### config.mk
export PLATFORM = sky130hd
export DESIGN_NAME = mem_responder
export DESIGN_NICKNAME = d
export VERILOG_FILES = /design/src/rtl/mem_responder_pkg.sv /design/src/rtl/mem_resp_arbiter.sv /design/src/rtl/mem_responder.sv
export SDC_FILE = /design/constraint.sdc
export NUM_CORES = 1
export LEC_CHECK = 0
export ABC_CLOCK_PERIOD_IN_PS = 1800
export CELL_PAD_IN_SITES_DETAIL_PLACEMENT = 1
export CELL_PAD_IN_SITES_GLOBAL_PLACEMENT = 2
export CORE_ASPECT_RATIO = 1.1
export CORE_MARGIN = 2
export CORE_UTILIZATION = 22
export DETAILED_ROUTE_END_ITERATION = 16
export PLACE_DENSITY = 0.81
export SLEW_MARGIN = 20
export SYNTH_ARGS = -nofsm -noshare
export SYNTH_HDL_FRONTEND = slang
export SYNTH_SLANG_ARGS = --single-unit
export TNS_END_PERCENT = 1
### constraint.sdc
create_clock -name clk -period 1.8 [get_ports clk]
set_input_delay 0.36 -clock clk [delete_from_list [all_inputs] [get_ports clk]]
set_output_delay 0.36 -clock clk [all_outputs]
set_load 0.005 [all_outputs]
### src/rtl/mem_responder_pkg.sv
// Shared types and constants for the memory responder (tag encodings, NOP word, issue select).
package mem_responder_pkg;

    localparam int unsigned WORD_OFF_W = 2;
    localparam logic [31:0] NOP_WORD   = 32'h0000_0013;

    typedef enum logic [1:0] {
        RESP_NONE  = 2'd0,
        RESP_FETCH = 2'd1,
        RESP_LOAD  = 2'd2
    } resp_tag_e;

    typedef enum logic [1:0] {
        ISSUE_NONE  = 2'd0,
        ISSUE_STORE = 2'd1,
        ISSUE_LOAD  = 2'd2,
        ISSUE_FETCH = 2'd3
    } issue_e;

endpackage

### src/rtl/mem_resp_arbiter.sv
// Store > load > fetch issue selection with a one-deep pending-fetch register.
module mem_resp_arbiter
    import mem_responder_pkg::*;
#(
    parameter int unsigned W = 32
) (
    input  logic         clk,
    input  logic         rst,
    input  logic         pc_clk,
    input  logic [W-1:0] pc,
    input  logic         d_ld,
    input  logic         d_st,
    output issue_e       sel_c,
    output logic [W-1:0] fetch_addr_c,
    output logic         overwrite_c
);

    logic         pend_valid;
    logic [W-1:0] pend_addr;
    logic         fetch_req_c;

    // A fresh strobe always wins over a stale pending address.
    always_comb begin
        fetch_req_c  = pc_clk | pend_valid;
        fetch_addr_c = pc_clk ? pc : pend_addr;
        overwrite_c  = pc_clk & pend_valid;
        sel_c        = ISSUE_NONE;
        if (d_st) begin
            sel_c = ISSUE_STORE;
        end else if (d_ld) begin
            sel_c = ISSUE_LOAD;
        end else if (fetch_req_c) begin
            sel_c = ISSUE_FETCH;
        end
    end

    always_ff @(posedge clk) begin
        if (!rst) begin
            pend_valid <= 1'b0;
            pend_addr  <= '0;
        end else if (fetch_req_c && (sel_c != ISSUE_FETCH)) begin
            pend_valid <= 1'b1;
            pend_addr  <= fetch_addr_c;
        end else if (sel_c == ISSUE_FETCH) begin
            pend_valid <= 1'b0;
        end
    end

endmodule

### src/rtl/mem_responder.sv
// Memory-side responder: arbitrates fetch/load/store onto one sync RAM and holds responses.
// Optional request counters enabled by defining MEM_RESP_STATS_EN.
module mem_responder
    import mem_responder_pkg::*;
#(
    parameter int unsigned W             = 32,
    parameter int unsigned RAM_AW        = 12,
    parameter logic [W-1:0] RESET_PC_WORD = W'(NOP_WORD)
) (
    input  logic              clk,
    input  logic              rst,
    input  logic              pc_clk,
    input  logic [W-1:0]      pc,
    input  logic              load_clk,
    input  logic              load_en,
    input  logic [W-1:0]      l_addr,
    input  logic              store_clk,
    input  logic              store_en,
    input  logic [W-1:0]      s_addr,
    input  logic [W-1:0]      s_data,
    output logic [W-1:0]      read_inst,
    output logic [W-1:0]      l_data,
    output logic              inst_valid,
    output logic              load_valid,
    output logic              err,
    output logic              ram_en,
    output logic              ram_we,
    output logic [RAM_AW-1:0] ram_addr,
    output logic [W-1:0]      ram_wdata,
`ifdef MEM_RESP_STATS_EN
    output logic [W-1:0]      stat_fetch,
    output logic [W-1:0]      stat_load,
    output logic [W-1:0]      stat_store,
`endif
    input  logic [W-1:0]      ram_rdata
);

    localparam int unsigned HI_SHIFT = RAM_AW + WORD_OFF_W;

    logic         d_ld_c;
    logic         d_st_c;
    issue_e       sel_c;
    logic [W-1:0] fetch_addr_c;
    logic         overwrite_c;

    logic [W-1:0]      req_addr_c;
    logic              misaligned_c;
    logic              oor_c;
    logic              ram_en_d_c;
    logic              ram_we_d_c;
    logic [RAM_AW-1:0] ram_addr_d_c;
    logic [W-1:0]      ram_wdata_d_c;
    resp_tag_e         tag_d_c;
    logic              err_set_c;
    logic [W-1:0]      rsp_data_c;

    resp_tag_e tag_iss;
    resp_tag_e tag_rsp;
    logic      zero_iss;
    logic      zero_rsp;

    assign d_ld_c = load_clk & load_en;
    assign d_st_c = store_clk & store_en;

    mem_resp_arbiter #(.W(W)) u_arb (
        .clk          (clk),
        .rst          (rst),
        .pc_clk       (pc_clk),
        .pc           (pc),
        .d_ld         (d_ld_c),
        .d_st         (d_st_c),
        .sel_c        (sel_c),
        .fetch_addr_c (fetch_addr_c),
        .overwrite_c  (overwrite_c)
    );

    // Decode the selected request into next-cycle RAM drive and response tag.
    always_comb begin
        req_addr_c    = '0;
        ram_wdata_d_c = '0;
        tag_d_c       = RESP_NONE;
        case (sel_c)
            ISSUE_STORE: begin
                req_addr_c    = s_addr;
                ram_wdata_d_c = s_data;
            end
            ISSUE_LOAD: begin
                req_addr_c = l_addr;
                tag_d_c    = RESP_LOAD;
            end
            ISSUE_FETCH: begin
                req_addr_c = fetch_addr_c;
                tag_d_c    = RESP_FETCH;
            end
            default: ;
        endcase
        misaligned_c  = |req_addr_c[WORD_OFF_W-1:0];
        oor_c         = |(req_addr_c >> HI_SHIFT);
        ram_en_d_c    = (sel_c != ISSUE_NONE) && !oor_c;
        ram_we_d_c    = (sel_c == ISSUE_STORE) && !oor_c;
        ram_addr_d_c  = req_addr_c[HI_SHIFT-1:WORD_OFF_W];
        err_set_c     = (d_ld_c & d_st_c) | overwrite_c
                      | ((sel_c != ISSUE_NONE) & (misaligned_c | oor_c));
        rsp_data_c    = zero_rsp ? '0 : ram_rdata;
    end

    always_ff @(posedge clk) begin
        if (!rst) begin
            ram_en     <= 1'b0;
            ram_we     <= 1'b0;
            ram_addr   <= '0;
            ram_wdata  <= '0;
            tag_iss    <= RESP_NONE;
            tag_rsp    <= RESP_NONE;
            zero_iss   <= 1'b0;
            zero_rsp   <= 1'b0;
            read_inst  <= RESET_PC_WORD;
            l_data     <= '0;
            inst_valid <= 1'b0;
            load_valid <= 1'b0;
            err        <= 1'b0;
        end else begin
            ram_en     <= ram_en_d_c;
            ram_we     <= ram_we_d_c;
            ram_addr   <= ram_addr_d_c;
            ram_wdata  <= ram_wdata_d_c;
            tag_iss    <= tag_d_c;
            zero_iss   <= oor_c;
            tag_rsp    <= tag_iss;
            zero_rsp   <= zero_iss;
            inst_valid <= (tag_rsp == RESP_FETCH);
            load_valid <= (tag_rsp == RESP_LOAD);
            if (tag_rsp == RESP_FETCH) begin
                read_inst <= rsp_data_c;
            end
            if (tag_rsp == RESP_LOAD) begin
                l_data <= rsp_data_c;
            end
            if (err_set_c) begin
                err <= 1'b1;
            end
        end
    end

`ifdef MEM_RESP_STATS_EN
    // Counts issued requests; suppressed stores never reach RAM and are not counted.
    always_ff @(posedge clk) begin
        if (!rst) begin
            stat_fetch <= '0;
            stat_load  <= '0;
            stat_store <= '0;
        end else begin
            if (sel_c == ISSUE_FETCH) begin
                stat_fetch <= stat_fetch + W'(1);
            end
            if (sel_c == ISSUE_LOAD) begin
                stat_load <= stat_load + W'(1);
            end
            if ((sel_c == ISSUE_STORE) && !oor_c) begin
                stat_store <= stat_store + W'(1);
            end
        end
    end
`endif

endmodule
==> results.yml <==
outcome:
  status: "finished, final reports clean"
detailed_routing:
  postRouteWirelength_um: 20600
  ant_nets: 0
  vias: 5614
  detail_route.wl_per_cell_um: 15.7
  via_per_inst: 4.28
  drt_drc_violations_left: 0
  drtIter0Drc: 197
  drt_pass1_iterations: 4
finish:
  drive_gt1_share_pct: 8.45
  antenna_cells: 0
  final_cell_mix: "clkdlybuf4s50_1, nand2_1, dfxtp_1"
  final_util_pct: 37.9
  multi_input_area_mm2: 0.00262
  fin_nets: 1113
  fin_cells: 1311
  fillerInstances: 3070
  register_area_mm2: 0.00304
  layout.cells.most_common: "clkdlybuf4s50_1"
  syn2layout_area_growth_pct: 69.7
yosys:
  synth-seq-area-share_pct: 52.2
  post_synth.cell_area_avg_um2: 8.85
  ys_types: 33
  syn_inst: 658
  ys.warnings.count: 0
  synth_seq_cells: 152
  synthesis.area_mm2: 0.00583
  syn-num-nets: 825
floorplan:
  core_mm2: 0.0261
  dieArea_mm2: 0.0278
  num_io_pins: 280
  start_util_pct: 22.4
  row_count: 62
  die_h_um: 175
  die_x_um: 159
global_route:
  grt_use_total_pct: 14.7
  grt_max_degree: 49
  grt_pass1_vias: 5905
  grt_util_met1_pct: 16.4
  grt_use_met2_pct: 26.4
  use_met3_pct: 4.82
  grt_pass1_wl_um: 32200
  antenna_found_initial: 2
  grt.busiest_layer: "met2"
  grt-ovfl-total: 0
critical_path:
  required_ns: 2.16
  cp_top_family: "simple AND/OR/NAND/NOR gates"
  cp.depth: 6
  arrival_ns: 2.15
  path_max_fanout: 4
  startpoint_type: "input port"
  ff2ff_path_depth: 7
  worstPathCellList: "clkdlybuf4s50_1 -> or4_4 -> nor4_2 -> nor2_1 -> nor4_4 -> nor2b_1"
  path_class: "input port to flip-flop"
  end_kind: "flip-flop"
  worst-path-buf-inv: 1
  slowest_delay_ns: 0.53
  cp_slowest_cell: "or4_4"
timing:
  worst_pin_slew_ns: 0.380
  fmax_ghz: 0.557
  maxSlewHeadroom_pct: 74.7
  rsz0062_at_grt: "true"
  drv_slew: 0
  period_minus_slack_ns: 1.79
  skew_ns: 0.00847
  hold_slack_ns: 0.380
  final-setup-viol-count: 0
  finalCritPeriodShare_pct: 99.7
  final_hold_viol_count: 0
clocking:
  path_clk_slew_ns: 0.07
  cts_root_buf: "clkbuf_16"
  cts-htree-levels: 4
  clock-sinks: 152
  cts_buffer_depth: 2
  cts-buffers-inserted: 17
  cts_tree: "yes"
  clk_latency_ns: 0.42
worst_hold_path:
  hp-class: "input port to flip-flop"
  min_delay_path_depth: 2
power_and_ir_drop:
  ir_drop_v: 0.000498
  p_leak_nw: 3.63
  netSwitchingPower_w: 0.00213
  seqPwrFrac_pct: 42.8
  sw_frac_of_total_pct: 25.6
  p_comb_share_pct: 13.8
  p_int_w: 0.00617
  power_density_mw_per_mm2: 839
  power.share.clock_pct: 43.4
  power_w: 0.00829
flow_run:
  drv_cap: 0
place:
  dpl.cell_count: 1279
  dpl.hpwl_um: 15100
  place_congestion: 0.800
  port_buffers: 279
-- metal layers --
layer,share of wire [%],wire length [µm]
met1,42,8570
met2,50,10400
met3,6.3,1310
met4,1.7,354
met5,0.12,25
-- cell usage after synthesis --
library cell / n / area [µm²]
a21boi_1: 93 / 698
a21oi_1: 4 / 20.0
a222oi_1: 12 / 120
a22oi_1: 2 / 15.0
a311oi_1: 1 / 8.76
a311oi_2: 1 / 15.0
a31oi_1: 1 / 6.26
and2_1: 41 / 257
and3_1: 2 / 12.5
buf_1: 1 / 3.75
buf_2: 5 / 25.0
clkbuf_1: 40 / 150
dfxtp_1: 152 / 3040
inv_1: 3 / 11.3
mux2_1: 12 / 135
nand2_1: 193 / 724
nand2b_1: 2 / 12.5
nand3_1: 3 / 15.0
nand4b_1: 2 / 17.5
nor2_1: 20 / 75.1
nor2b_1: 33 / 206
nor3_1: 2 / 10.0
nor3_2: 1 / 10.0
nor3b_1: 1 / 7.51
nor4_1: 13 / 81.3
nor4_2: 1 / 12.5
nor4_4: 1 / 21.3
o211ai_1: 1 / 7.51
o21ai_0: 3 / 15.0
o21ai_1: 3 / 15.0
o311ai_1: 5 / 43.8
or3_1: 3 / 18.8
or4_4: 1 / 11.3
-- cells by family after synthesis --
| family | after synthesis | synth area share [%] |
|---|---|---|
| compound gates | 126 | 16.6 |
| buf+inv | 49 | 3.26 |
| simple gates | 319 | 25.6 |
| flops | 152 | 52.2 |
| mux | 12 | 2.32 |
-- timing repair --
action	CTS	global route
buffers inserted	0	0
hold buffers	0	0
pin swaps	1	0
resized for setup	1	3
endpoints found under the setup margin	4	12
-- area by class of cell --
type	instances	share of cell area, %
Clock inverter	15	1.58
Clock buffer	17	4.30
Timing Repair Buffer	315	32.2
Sequential cell	152	30.8
Tap cell	352	4.45
Multi-Input combinational cell	457	26.5
Inverter	3	0.114
-- power by group through the flow --
stage | Clock (W) | Combinational (W) | Sequential (W)
floorplan | 0 | 0.000398 | 0.00362
global placement | 0 | 0.00115 | 0.00362
detailed placement | 0 | 0.00116 | 0.00363
CTS | 0.00377 | 0.00117 | 0.00355
global route | 0.00388 | 0.00125 | 0.00356
finish | 0.00360 | 0.00115 | 0.00355
-- sequential cells by signal, summed over array words and instances, names as in the netlist, 2 cells and up --
signal,cells
tag_iss,2
ram_addr,12
l_data,32
u_arb.pend_addr,32
read_inst,32
ram_wdata,32
tag_rsp,2
-- path summary, 6_finish.rpt --
path	startpoint	slack [ns]	end
hold / removal	rst	0.38	u_arb.pend_addr[27]
setup / recovery	s_addr[16]	0.005	ram_en
setup reg to reg	u_arb.pend_addr[18]	0.05	ram_en
hold reg to reg	tag_iss[0]	0.43	tag_rsp[0]
-- per-stage QoR --
stage / worst slack [ns] / area [µm²] / TNS [ns]
final: 0.00522 / 9890 / 0
after global routing: -0.0375 / 9890 / -0.0795
after CTS: 0.00305 / 9870 / 0
after detailed placement: -0.503 / 9280 / -16.04
after global placement: -0.483 / 9280 / -15.51
after floorplan: 0.117 / 5830 / 0
(Power assumes the default switching activity.)
